$ cat src/rtl/mem_access_ctrl.sv
// MEM-stage data-memory sequencer: turns EX/MEM load/store requests into a
// req/ack memory transaction, stalling the pipeline and flushing on taken branches.
module mem_access_ctrl #(
  parameter int ADDR_W  = 32,
  parameter int DATA_W  = 32,
  parameter int TIMEOUT = 15,
  parameter int CNT_W   = 4
) (
  input  logic              clk,
  input  logic              rst,
  input  logic              mem_write,
  input  logic              mem_read,
  input  logic              branch,
  input  logic [ADDR_W-1:0] addr,
  input  logic [DATA_W-1:0] wdata,
  output logic              mem_req,
  output logic              mem_we,
  output logic [ADDR_W-1:0] mem_addr,
  output logic [DATA_W-1:0] mem_wdata,
  input  logic              mem_ack,
  input  logic [DATA_W-1:0] mem_rdata,
  output logic [DATA_W-1:0] rdata,
  output logic              rdata_valid,
  output logic              stall,
  output logic              flush,
  output logic              mem_err
);

  typedef enum logic [1:0] {
    IDLE   = 2'd0,
    ACCESS = 2'd1,
    DONE   = 2'd2
  } state_t;

  state_t           state;
  state_t           state_nxt;
  logic [CNT_W-1:0] cnt;
  logic             op_req;
  logic             timeout_hit;
  logic             stall_raw;
  logic             flush_raw;

  assign op_req      = mem_read | mem_write;
  assign timeout_hit = (cnt == CNT_W'(TIMEOUT - 1)) & ~mem_ack;

  always_ff @(posedge clk or negedge rst) begin
    if (!rst) begin
      state <= IDLE;
    end else begin
      state <= state_nxt;
    end
  end

  always_comb begin
    state_nxt = state;
    stall_raw = 1'b0;
    flush_raw = 1'b0;
    case (state)
      IDLE: begin
        if (op_req) begin
          stall_raw = 1'b1;
          state_nxt = ACCESS;
        end else begin
          flush_raw = branch;
        end
      end
      ACCESS: begin
        stall_raw = 1'b1;
        if (mem_ack || timeout_hit) begin
          state_nxt = DONE;
        end
      end
      DONE: begin
        state_nxt = IDLE;
      end
      default: begin
        state_nxt = IDLE;
      end
    endcase
  end

  // Gated by reset so the pipeline sees no stall or flush while reset is held.
  assign stall = rst & stall_raw;
  assign flush = rst & flush_raw;

  always_ff @(posedge clk or negedge rst) begin
    if (!rst) begin
      cnt         <= '0;
      mem_req     <= 1'b0;
      mem_we      <= 1'b0;
      mem_addr    <= '0;
      mem_wdata   <= '0;
      rdata       <= '0;
      rdata_valid <= 1'b0;
      mem_err     <= 1'b0;
    end else begin
      rdata_valid <= 1'b0;
      case (state)
        IDLE: begin
          if (op_req) begin
            mem_addr  <= addr;
            mem_wdata <= wdata;
            mem_we    <= mem_write;
            mem_req   <= 1'b1;
            cnt       <= '0;
          end
        end
        ACCESS: begin
          cnt <= cnt + 1'b1;
          // An ack coincident with the last allowed cycle still completes normally.
          if (mem_ack) begin
            mem_req <= 1'b0;
            if (!mem_we) begin
              rdata       <= mem_rdata;
              rdata_valid <= 1'b1;
            end
          end else if (timeout_hit) begin
            mem_req     <= 1'b0;
            mem_err     <= 1'b1;
            rdata       <= '0;
            rdata_valid <= ~mem_we;
          end
        end
        default: begin
        end
      endcase
    end
  end

endmodule
$ cat config.mk
export PLATFORM = sky130hd
export DESIGN_NAME = mem_access_ctrl
export DESIGN_NICKNAME = d
export VERILOG_FILES = /design/src/rtl/mem_access_ctrl.sv
export SDC_FILE = /design/constraint.sdc
export NUM_CORES = 1
export LEC_CHECK = 0
export ABC_AREA = 1
export BUFFER_PORTS_ARGS = -buffer_cell sky130_fd_sc_hd__buf_2
export CAP_MARGIN = 5
export CORE_MARGIN = 1
export CORE_UTILIZATION = 52
export CTS_BUF_LIST = sky130_fd_sc_hd__clkbuf_8
export DETAILED_ROUTE_END_ITERATION = 6
export PLACE_DENSITY_LB_ADDON = 0.1
export SETUP_SLACK_MARGIN = 0.05
export SKIP_LAST_GASP = 1
export SLEW_MARGIN = 30
export SYNTH_ARGS = -nofsm -noshare
export SYNTH_HDL_FRONTEND = slang
export SYNTH_SLANG_ARGS = --single-unit
$ cat constraint.sdc
create_clock -name clk -period 3.8 [get_ports clk]
set_input_delay 0.38 -clock clk [delete_from_list [all_inputs] [get_ports clk]]
set_output_delay 0.38 -clock clk [all_outputs]
set_load 0.01 [all_outputs]
**Yosys cells after proc, flatten, opt, wreduce, memory -nomap -nowiden**

Index checks and enable logic that the tools add are counted.
W data, S select, Z words.

- Output and inout port bits: 102
- Bits in registers: 106
- Input bits: 102
- Word-level logic and storage cells: 52

- Multiplexer cells: 20
- Eq/ne operators: 6
- Reduce and logical (&&, ||, !) cells: 10
- Add/sub/neg operators: 1
- Bitwise logic cells: 6

Operators by type and width:

| kind | number |
|---|---|
| $mux W32 | 3 |
| $mux W1 | 10 |
| $reduce_and A3 Y1 | 3 |
| $pmux W4 S2 | 1 |
| $ne A2 B2 Y1 const B | 3 |
| $reduce_and A2 Y1 | 3 |
| $add A4 B1 Y4 const B | 1 |
| $eq A4 B4 Y1 const B | 1 |
| $mux W2 | 2 |
| $mux W4 | 1 |
| $pmux W1 S2 | 2 |
| $pmux W2 S2 | 1 |
| $reduce_bool A2 Y1 | 2 |
| $and A1 B1 Y1 | 3 |
| $ne A3 B3 Y1 const B | 1 |
| $eq A2 B1 Y1 const B | 1 |
| $logic_not A2 Y1 | 1 |
| $not A1 Y1 | 2 |
| $logic_or A1 B1 Y1 | 1 |
| $or A1 B1 Y1 | 1 |

**Logic depth before layout (Yosys ltp)**

- Word-level depth: 5
- Depth in mapped cells: 8
- Mapped depth without buffers: 7

**Worst setup path before layout**

OpenSTA, ideal clock, no wires.

- Path kind: register to output
- Start point: register state[0]
- End point: output stall
- Path buffers: 1
- Required time: 3.420 ns
- Cell stages (with the launch flop): 5
- Arrival time: 1.027 ns
- Setup slack: 2.393 ns
- Cell sequence: dfrtp_1 nor2_2 nand2_2 buf_2 a21oi_1

- Cells in the longest elaborated chain, start to end: 3
- Elaborated cells between the ends (all ways): 4
- Those cells by class: eq/ne: 1; mux: 1; bitwise: 1; reduce/logical: 1

Ends and longest elaborated chain:

| element | line | text |
|---|---|---|
| start: declaration | 35 | `state_t state;` |
| start signal: assignment | 50 | `state <= state_nxt;` |
| $eq A2 B1 Y1 or $logic_not A2 Y1 (tied branches) | 58 | `case (state)` |
| $pmux W1 S2 (*) | 58 |  |
| $and A1 B1 Y1 (*) | 83 | `assign stall = rst & stall_raw;` |
| end: declaration | 24 | `output logic stall,` |

Every way passes the cells marked *; elsewhere a longest branch is shown, timed or not.

**Final worst setup path**

- Start point: register state[0]
- End point: output flush

- Cells in the longest elaborated chain, start to end: 3

Ends and longest elaborated chain:

| element | line | text |
|---|---|---|
| $logic_not A2 Y1 | 58 |  |
| $mux W1 | 58 |  |
| $and A1 B1 Y1 | 84 | `assign flush = rst & flush_raw;` |
| end: declaration | 25 | `output logic flush,` |

No other way between the ends.

==> impl_metrics.csv <==
group,metric,value,unit
status,status,"complete, no violations",
final_layout,area_growth,26.5,%
clocking,root_buffer,"clkbuf_8",
logic_synthesis,synth_compound_area_frac,0.00980,
drt,wl_met1,4560,µm
power_and_ir_drop,ir_worst_vdd,403,µV
timing,period_share,0.605,
logic_synthesis,ys_top_cells_by_area,"dfrtp_1, nand2_1, nand3_1, nand4_1, buf_2",
timing,setup_violations,0,
clocking,post_cts_buffers,0,
power_and_ir_drop,p_per_area,808,nW/µm²
global_routing,antenna_found_initial,0,
min_path,hold_class,"in -> async",
final_layout,drive_gt1_frac,0.342,
placement,port_buffers,203,
global_routing,grt_max_degree,66,
timing,worst_pin_slew,934,ps
global_routing,grt_remaining_overflow,0,
flow_run,cap_violations,0,
logic_synthesis,syn_inst,478,
drt,route.met2.wl,5100,µm
setup_path,path_cells,"nor2_4 > buf_4 > nand4_1 > nor2_1 > buf_2",
setup_path,timing.rr.start,"state[1]",
drt,drc_errors,0,
setup_path,r2r_setup_slack,1500,ps
power_and_ir_drop,p_int,0.00257,W
placement,place_congestion,0.767,
drt,firstDrtPassIters,4,
drt,dr_wl_met3,816,µm
clocking,clkTransAtPathRegs,100,ps
clocking,cts.sinks,106,
clocking,tritoncts,"yes",
setup_path,timing.rr.end,"rdata[10]",
logic_synthesis,avgSynthCellArea,9.09,µm²
floorplanning,start_util,0.551,
timing,rsz0062_at_grt,"false",
logic_synthesis,yosys.area_share.xor_xnor,0,
setup_path,critical_path.slowest_cell,"buf_4",
logic_synthesis,yosysSeqAreaShare,0.611,
drt,drt_iter0_drc,195,
timing,fmax,0.435,GHz
final_layout,antennaDiodeCount,0,
timing,layout_min_cycle_time,2300,ps
clocking,htreeDepth,3,
logic_synthesis,synth_top_cell_by_area,"dfrtp_1",
timing,hold-worst-slack,34.5,ps
drt,vias,3972,
power_and_ir_drop,p_total,0.00444,W
floorplanning,die_w,93.4,µm
setup_path,r2r_cells,4,
setup_path,critPathMaxFanout,65,
final_layout,n_fill_cell,672,
floorplanning,row_count,32,
setup_path,start_kind,"register",
timing,skew,13.1,ps
floorplanning,dieHeight,93.4,µm
global_routing,grt_usage,0.250,
drt,wl_per_cell,13.9,µm
logic_synthesis,synth_cell_types,20,
power_and_ir_drop,clkPwrFrac,0.139,
drt,vias_per_cell,5.17,
timing,hold_viol_final,0,
clocking,cts_buffers,9,
setup_path,cp-end-kind,"output port",
drt,drt_wl_total,10700,µm
power_and_ir_drop,power_leakage,3.24,nW
power_and_ir_drop,switchingPower,0.00187,W
logic_synthesis,synthSimpleGateAreaFrac,0.318,
global_routing,grt_pass1_vias,3722,
logic_synthesis,synth_top_family_by_area,"simple AND/OR/NAND/NOR gates",
setup_path,cp.arrival,1920,ps
clocking,clock_latency,350,ps
drt,ant_nets,0,
logic_synthesis,yosysTopAreaCellShare,0.611,
clocking,clock_path_buffers,2,
floorplanning,dieArea,8720,µm²
power_and_ir_drop,netSwitchingFraction,0.421,
setup_path,cpPeakStageDelay,540,ps
logic_synthesis,ys_ff_latch,106,
placement,hpwl,7170,µm
clocking,cts_repair_resize_count,0,
timing,maxSlewHeadroom,0.377,
global_routing,grt_pass1_wl,17200,µm
drt,top_layer,"met4",
power_and_ir_drop,pwr-share-comb,0.427,
timing,finalMaxSlewViolations,0,
logic_synthesis,synth_fa_ha_area_frac,0.00576,
logic_synthesis,ys_warn_count,0,
final_layout,nNetsFinal,765,
logic_synthesis,synth_nets,582,
floorplanning,core-area,7890,µm²
clocking,hold_buffers,0,
setup_path,cp.required,3420,ps
logic_synthesis,netlist_area,4340,µm²
final_layout,ff_latch_area,2650,µm²
final_layout,multiInputGateArea,1460,µm²
power_and_ir_drop,sequentialPowerShare,0.434,
logic_synthesis,synthMuxAreaShare,0,
timing,setup-tns-final,0,ps
setup_path,worst-setup-path-type,"reg -> out",
floorplanning,pin_count,204,
[area by class of cell]
type | instances | area share
Clock buffer | 9 | 0.0226
Clock inverter | 7 | 0.00866
Inverter | 10 | 0.00683
Multi-Input combinational cell | 327 | 0.265
Sequential cell | 106 | 0.483
Tap cell | 102 | 0.0232
Timing Repair Buffer | 207 | 0.191
[worst max path at each step]
stage / startpoint / endpoint / cells past startpoint
after floorplan: state[0] / stall / 4
after global placement: state[1] / rdata[29] / 4
after detailed placement: state[1] / rdata[10] / 4
after CTS: state[0] / flush / 5
after global routing: state[0] / rdata[10] / 5
final: state[0] / flush / 5
[state kept, by name, summed over array words and instances, names as in the netlist]
register / flops
mem_wdata: 32
cnt: 4
mem_req: 1
mem_err: 1
mem_addr: 32
rdata: 32
state: 2
rdata_valid: 1
mem_we: 1
[cell usage after synthesis, drive strengths merged]
cell type	n
nand2	209
ha	2
nor2	4
nand3	70
o21ai	4
clkbuf	6
buf	29
o21bai	1
a21oi	3
dfrtp	106
nand4	34
inv	10
[logic make-up (layout without fill, tap and decap cells)]
logic type               after synthesis  count (layout)
buffers and inverters                 45             233
AND/OR/NAND/NOR                      317             317
adder cells (fa/ha/maj)                2               2
flip-flops                           106             106
AO/OA/AOI/OAI                          8               8
[power by group through the flow]
stage	registers, W	logic [W]	clock network [W]
finish	0.00193	0.00189	0.000615
global route	0.00199	0.00214	0.000674
floorplan	0.00217	0.000964	0
CTS	0.00192	0.00192	0.000631
detailed placement	0.00194	0.00193	0
global placement	0.00192	0.00187	0
[critical path: cells and delay by family, from the launching register on]
family        cells  cell delay, ps
buf+inv           2             680
simple gates      3             430
flops             1             440
[per-layer routing]
metal,GRT usage,up-vias
met4,0.0782,0
met5,0,-
met1,0.317,1873
met3,0.0537,18
met2,0.428,168
li1,-,1913
[through the flow]
stage / worst slack (ps) / std cells / utilization / instance area [µm²]
after detailed placement: 1490 / 752 / 0.675 / 5320
after floorplan: 2390 / 478 / - / 4340
after global routing: 1280 / 768 / 0.696 / 5490
final: 1500 / 768 / 0.696 / 5490
after global placement: 1600 / 752 / 0.675 / 5320
after CTS: 1470 / 768 / 0.696 / 5490
[layout by cell type, fill, tap and decap left out]
cell type   count
nand2_1       207
buf_2         202
dfrtp_1       106
nand3_1        69
nand4_1        34
inv_1          10
clkbuf_8        9
buf_4           5
o21ai_0         4
a21oi_1         3
clkinv_4        3
nor2_4          2
nor2_1          2
nand2_2         2
ha_1            2
clkinv_2        2
inv_2           1
nand3_2         1
o21bai_1        1
clkinvlp_4      1
Power figures use the tool's default switching activity.
